$ cat src/rtl/alu_pkg.sv
`default_nettype none
// ============================================================================
// Module      : alu_pkg
// Description : Shared definitions for the ALU arbiter.
//               - OP_ADD/OP_SUB/OP_AND/OP_OR : 2-bit opcodes seen by the ALU
//               - ALU_LATENCY                : ALU result latency in cycles
//               - state_t                    : arbiter FSM state encoding
// Revision    : 1.0 - initial release
// ============================================================================
package alu_pkg;

   localparam logic [1:0] OP_ADD = 2'b00;
   localparam logic [1:0] OP_SUB = 2'b01;
   localparam logic [1:0] OP_AND = 2'b10;
   localparam logic [1:0] OP_OR  = 2'b11;

   // The ALU registers its result once; EXEC covers exactly this latency.
   localparam int ALU_LATENCY = 1;

   typedef enum logic [1:0] {
      IDLE = 2'd0,
      EXEC = 2'd1,
      CAPT = 2'd2,
      RESP = 2'd3
   } state_t;

endpackage
`default_nettype wire

$ cat src/rtl/rr_arb2.sv
`default_nettype none
// ============================================================================
// Module      : rr_arb2
// Description : Two-way round-robin grant logic (purely combinational).
// Ports       : req_i  [1:0] - request lines
//               last_i       - index of the requester granted last
//               gnt_o  [1:0] - one-hot grant (all-zero when nothing requests)
// Revision    : 1.0 - initial release
// ============================================================================
module rr_arb2 (
   input  logic [1:0] req_i,
   input  logic       last_i,
   output logic [1:0] gnt_o
);

   always_comb begin
      gnt_o = 2'b00;
      case (req_i)
         2'b01:   gnt_o = 2'b01;
         2'b10:   gnt_o = 2'b10;
         // Contention: whoever was served last yields.
         2'b11:   gnt_o = last_i ? 2'b01 : 2'b10;
         default: gnt_o = 2'b00;
      endcase
   end

endmodule
`default_nettype wire

$ cat src/rtl/alu_arbiter.sv
`default_nettype none
// ============================================================================
// Module      : alu_arbiter
// Description : Arbitrates two requesters onto one shared, registered ALU and
//               returns each result through a valid/ready response port.
//               FSM: IDLE (accept) -> EXEC -> CAPT -> RESP -> IDLE.
// Ports       : clk, rst_n                      - clock, async active-low reset
//               req_valid/req_ready [1:0]       - per-requester handshake
//               req_op/req_a/req_b  [1:0][..]   - per-requester operands
//               alu_op/alu_a/alu_b              - registered ALU inputs
//               alu_y/alu_carry                 - ALU result (1-cycle latency)
//               rsp_valid/rsp_ready             - response handshake
//               rsp_y/rsp_carry/rsp_id          - response payload
//               grant_cnt0/grant_cnt1           - saturating accept counters
// Config      : ALU_ARB_STATS_EN - when defined, adds grant_cnt0/grant_cnt1
// Revision    : 1.0 - initial release
// ============================================================================
module alu_arbiter
   import alu_pkg::*;
(
   input  logic            clk,
   input  logic            rst_n,
   input  logic [1:0]      req_valid,
   output logic [1:0]      req_ready,
   input  logic [1:0][1:0] req_op,
   input  logic [1:0][3:0] req_a,
   input  logic [1:0][3:0] req_b,
   output logic [1:0]      alu_op,
   output logic [3:0]      alu_a,
   output logic [3:0]      alu_b,
   input  logic [3:0]      alu_y,
   input  logic            alu_carry,
   output logic            rsp_valid,
   input  logic            rsp_ready,
   output logic [3:0]      rsp_y,
   output logic            rsp_carry,
   output logic            rsp_id
`ifdef ALU_ARB_STATS_EN
   ,
   output logic [7:0]      grant_cnt0,
   output logic [7:0]      grant_cnt1
`endif
);

   state_t     state_q, state_d;
   logic       last_q, last_d;
   logic [1:0] alu_op_q, alu_op_d;
   logic [3:0] alu_a_q, alu_a_d;
   logic [3:0] alu_b_q, alu_b_d;
   logic [3:0] rsp_y_q, rsp_y_d;
   logic       rsp_carry_q, rsp_carry_d;
   logic       rsp_id_q, rsp_id_d;
   logic       rsp_valid_q, rsp_valid_d;

   logic [1:0] w_gnt;
   logic       w_accept;
   logic       w_acc_id;

   // last_q resets to 1 so that requester 0 holds priority after reset.
   rr_arb2 u_rr_arb2 (
      .req_i  (req_valid),
      .last_i (last_q),
      .gnt_o  (w_gnt)
   );

   assign req_ready = (state_q == IDLE) ? w_gnt : 2'b00;
   assign w_accept  = |(req_valid & req_ready);
   assign w_acc_id  = req_ready[1];

   always_comb begin
      state_d     = state_q;
      last_d      = last_q;
      alu_op_d    = alu_op_q;
      alu_a_d     = alu_a_q;
      alu_b_d     = alu_b_q;
      rsp_y_d     = rsp_y_q;
      rsp_carry_d = rsp_carry_q;
      rsp_id_d    = rsp_id_q;
      rsp_valid_d = rsp_valid_q;
      case (state_q)
         IDLE: begin
            if (w_accept) begin
               alu_op_d = req_op[w_acc_id];
               alu_a_d  = req_a[w_acc_id];
               alu_b_d  = req_b[w_acc_id];
               rsp_id_d = w_acc_id;
               last_d   = w_acc_id;
               state_d  = EXEC;
            end
         end
         // ALU samples alu_* at the end of EXEC; its result is visible in CAPT.
         EXEC: state_d = CAPT;
         CAPT: begin
            rsp_y_d     = alu_y;
            rsp_carry_d = alu_carry;
            rsp_valid_d = 1'b1;
            state_d     = RESP;
         end
         RESP: begin
            if (rsp_ready) begin
               rsp_valid_d = 1'b0;
               state_d     = IDLE;
            end
         end
         default: state_d = IDLE;
      endcase
   end

   always_ff @(posedge clk or negedge rst_n) begin
      if (!rst_n) begin
         state_q     <= IDLE;
         last_q      <= 1'b1;
         alu_op_q    <= 2'b00;
         alu_a_q     <= 4'd0;
         alu_b_q     <= 4'd0;
         rsp_y_q     <= 4'd0;
         rsp_carry_q <= 1'b0;
         rsp_id_q    <= 1'b0;
         rsp_valid_q <= 1'b0;
      end else begin
         state_q     <= state_d;
         last_q      <= last_d;
         alu_op_q    <= alu_op_d;
         alu_a_q     <= alu_a_d;
         alu_b_q     <= alu_b_d;
         rsp_y_q     <= rsp_y_d;
         rsp_carry_q <= rsp_carry_d;
         rsp_id_q    <= rsp_id_d;
         rsp_valid_q <= rsp_valid_d;
      end
   end

   assign alu_op    = alu_op_q;
   assign alu_a     = alu_a_q;
   assign alu_b     = alu_b_q;
   assign rsp_y     = rsp_y_q;
   assign rsp_carry = rsp_carry_q;
   assign rsp_id    = rsp_id_q;
   assign rsp_valid = rsp_valid_q;

`ifdef ALU_ARB_STATS_EN
   logic [7:0] cnt0_q;
   logic [7:0] cnt1_q;

   always_ff @(posedge clk or negedge rst_n) begin
      if (!rst_n) begin
         cnt0_q <= 8'd0;
         cnt1_q <= 8'd0;
      end else if (w_accept) begin
         if (!w_acc_id && (cnt0_q != 8'hFF)) cnt0_q <= cnt0_q + 8'd1;
         if ( w_acc_id && (cnt1_q != 8'hFF)) cnt1_q <= cnt1_q + 8'd1;
      end
   end

   assign grant_cnt0 = cnt0_q;
   assign grant_cnt1 = cnt1_q;
`else
   // Statistics counters are not built in this configuration.
`endif

endmodule
`default_nettype wire

$ cat config.mk
export PLATFORM = sky130hd
export DESIGN_NAME = alu_arbiter
export DESIGN_NICKNAME = d
export VERILOG_FILES = /design/src/rtl/alu_pkg.sv /design/src/rtl/rr_arb2.sv /design/src/rtl/alu_arbiter.sv
export SDC_FILE = /design/constraint.sdc
export NUM_CORES = 1
export LEC_CHECK = 0
export CELL_PAD_IN_SITES_DETAIL_PLACEMENT = 0
export CELL_PAD_IN_SITES_GLOBAL_PLACEMENT = 1
export CORE_ASPECT_RATIO = 0.75
export CORE_MARGIN = 10
export CORE_UTILIZATION = 29
export DETAILED_ROUTE_END_ITERATION = 10
export PLACE_DENSITY_LB_ADDON = 0.12
export SYNTH_ARGS = -nofsm -noshare
export SYNTH_HDL_FRONTEND = slang
export SYNTH_HIERARCHICAL = 1
export SYNTH_SLANG_ARGS = --single-unit
$ cat constraint.sdc
create_clock -name clk -period 1.9 [get_ports clk]
set_clock_uncertainty 0.05 [all_clocks]
set_input_delay 0.38 -clock clk [delete_from_list [all_inputs] [get_ports clk]]
set_output_delay 0.38 -clock clk [all_outputs]
set_load 0.1 [all_outputs]
==> flow_summary_export.csv <==
group,metric,value,unit
yosys,syn_avg_cell_area,11.7,µm²
timing,whs,0.412,ns
clocking,cts_hold_buffers,0,
yosys,yosys.area_share.xor_xnor,0,%
route,detail_route.wl_per_cell,15.7,µm
hold_path,hp-class,"in2async",
yosys,synth_nets,116,
timing,setup_violations,0,
grt,grt_first_pass_wirelength,4.57,mm
timing,rsz0062_at_grt,"false",
floorplanning,io_pins,49,
clocking,cts_root_buf,"clkbuf_8",
route,vias_per_cell,4.60,
grt,antenna_found_initial,0,
yosys,synth_mux_area_share,20.4,%
clocking,cts_made_buffers,3,
placement,dpl_cell_area,1730,µm²
clocking,cts_max_path_buffers,2,
worst_setup_path,crit_type,"reg2out",
clocking,post_cts_buffers,0,
clocking,cts_tree,"done",
floorplanning,die_h,70.1,µm
floorplanning,core_area,3240,µm²
timing,min_period,1.86,ns
clocking,clkLatencyLatePin,0.26,ns
cells_and_area,area_delta_synth_final,88.0,%
route,drtPass1Iterations,4,
yosys,ys_ff_latch,20,
worst_setup_path,cp-end-kind,"output pin",
run,cap_violations,0,
clocking,cts_max_level,1,
timing,hold_violations,0,
yosys,yosys_warnings,6,
floorplanning,rows,18,
clocking,cts_sinks,20,
timing,slew-limit-headroom,79.6,%
timing,tightest_slew,0.305,ns
floorplanning,dieWidth,86.8,µm
worst_setup_path,start_kind,"register",
floorplanning,dieArea,6080,µm²
grt,gr-usage-all-layers,9.25,%
yosys,synth_compound_area_share,15.7,%
floorplanning,start_util,29.9,%
route,antenna_left,0,
cells_and_area,num_antenna_cells,0,
timing,min_period_over_period,97.7,%
placement,gp_congestion,0.733,
yosys,synth_cell_types,24,
cells_and_area,drive_gt1_share,33.1,%
route,drc,0,
grt,grt_max_degree,21,
worst_setup_path,worstPathArrival,1.43,ns
yosys,ys_seq_area_share,51.7,%
yosys,synth_fa_ha_area_share,3.87,%
yosys,yosysTopAreaCellShare,49.0,%
timing,maxSlewViolCount,0,
worst_setup_path,cp_max_fo,3,
clocking,clkTransAtPathRegs,0.08,ns
yosys,synth_area,970,µm²
outcome,run_status,"complete, no violations",
timing,setup_tns,0,ns
placement,hpwl,2.28,mm
yosys,synth_top_cell_by_area,"dfrtp_1",
timing,fmax,539,MHz
cells_and_area,stdcell_area,1820,µm²
placement,port_buffers,48,
route,num_vias,824,
grt,grt_pass1_vias,883,
yosys,synthTopCellsByArea,"dfrtp_1, a21oi_1, mux2i_1",
yosys,netlist_instances,83,
worst_setup_path,critPathRequiredTime,1.47,ns
yosys,synth_top_family_by_area,"multiplexers",
route,wirelength,2.81,mm
grt,grt_overflow,0,
yosys,synth_simple_gate_area_share,2.97,%
cells_and_area,final_nets,173,
route,drtIter0Drc,21,
worst paths after layout:
kind	start	to	slack, ns	cells past startpoint
hold reg to reg	state_q[0]	state_q[0]	0.50	1
setup reg to reg	last_q	state_q[1]	0.25	5
max in group asynchronous	rst_n	last_q	1.12	2
setup / recovery	last_q	req_ready[0]	0.04	4
min in group clk	state_q[0]	state_q[0]	0.50	1
hold / removal	rst_n	rsp_y[2]	0.41	2
repair_timing:
action,in CTS,in global routing
gates cloned,0,0
hold endpoints to repair,0,0
endpoints found under the setup margin,2,2
gates resized for setup,5,6
cells in the mapped netlist:
master / number
a21boi_0: 1
a21boi_1: 1
a21oi_1: 21
a22o_1: 1
a22oi_1: 1
and2_1: 1
and2_4: 1
buf_2: 2
buf_4: 1
buf_6: 1
clkbuf_1: 1
dfrtp_1: 19
dfstp_2: 1
ha_1: 3
inv_1: 5
mux2_1: 1
mux2_2: 5
mux2_4: 2
mux2i_1: 10
nand2_1: 1
nor2_1: 1
nor2b_1: 1
o22ai_1: 1
o32a_1: 1
sequential cells by signal, summed over array words and instances (netlist names):
signal and count:
rsp_valid 1, alu_op 2, state_q 2, rsp_id 1, rsp_y 4, alu_b 4, last_q 1, alu_a 4
rsp_carry 1
layout make-up:
cell class                      count  area, µm²
Clock buffer                        4       55.1
Fill cell                         279       1420
Inverter                            5       18.8
Multi-Input combinational cell     53        454
Sequential cell                    20        502
Tap cell                           40       50.0
Timing Repair Buffer               57        743
per-stage QoR:
stage | utilization (%) | instances | setup slack, ns
3_5_place_dp | 53.2 | 175 | -0.126
5_1_grt | 56.2 | 179 | 0.00770
2_1_floorplan | - | 83 | 0.00126
6_report | 56.2 | 179 | 0.0436
4_1_cts | 55.3 | 179 | 0.00825
3_3_place_gp | 53.2 | 175 | -0.114
kinds of logic after synthesis:
kind of cell               count (synthesis)
and+or+nand+nor                            5
AOI/OAI and AO/OA                         27
DFF                                       20
muxes                                     18
buffers and inverters                     10
adders and majority gates                  3
layout by cell type, fill, tap and decap left out, drive strengths merged, types with 2 or more instances in the layout:
cell           synthesis  routed
buf                    4      28
clkdlybuf4s50          0      27
a21oi                 21      21
dfrtp                 19      19
mux2i                 10      10
mux2                   8       8
inv                    5       5
clkbuf                 1       4
ha                     3       3
and2                   2       2
dlymetal6s2s           0       2
a21boi                 2       2
worst max-delay path, cell delays in order (launching register included):
cell and delay (ns):
dfstp_2 0.58, inv_1 0.08, a21boi_4 0.17, and2_4 0.17, buf_12 0.16
layer usage:
metal / GRT usage, % / part of all wire (%)
met5: 0 / 0
met4: 1.62 / 0.36
met3: 5.10 / 8.0
met2: 13.8 / 48
met1: 11.4 / 43
Power is not shown: default switching activity piles up to over one toggle a cycle in this logic, so the estimate is an artifact.
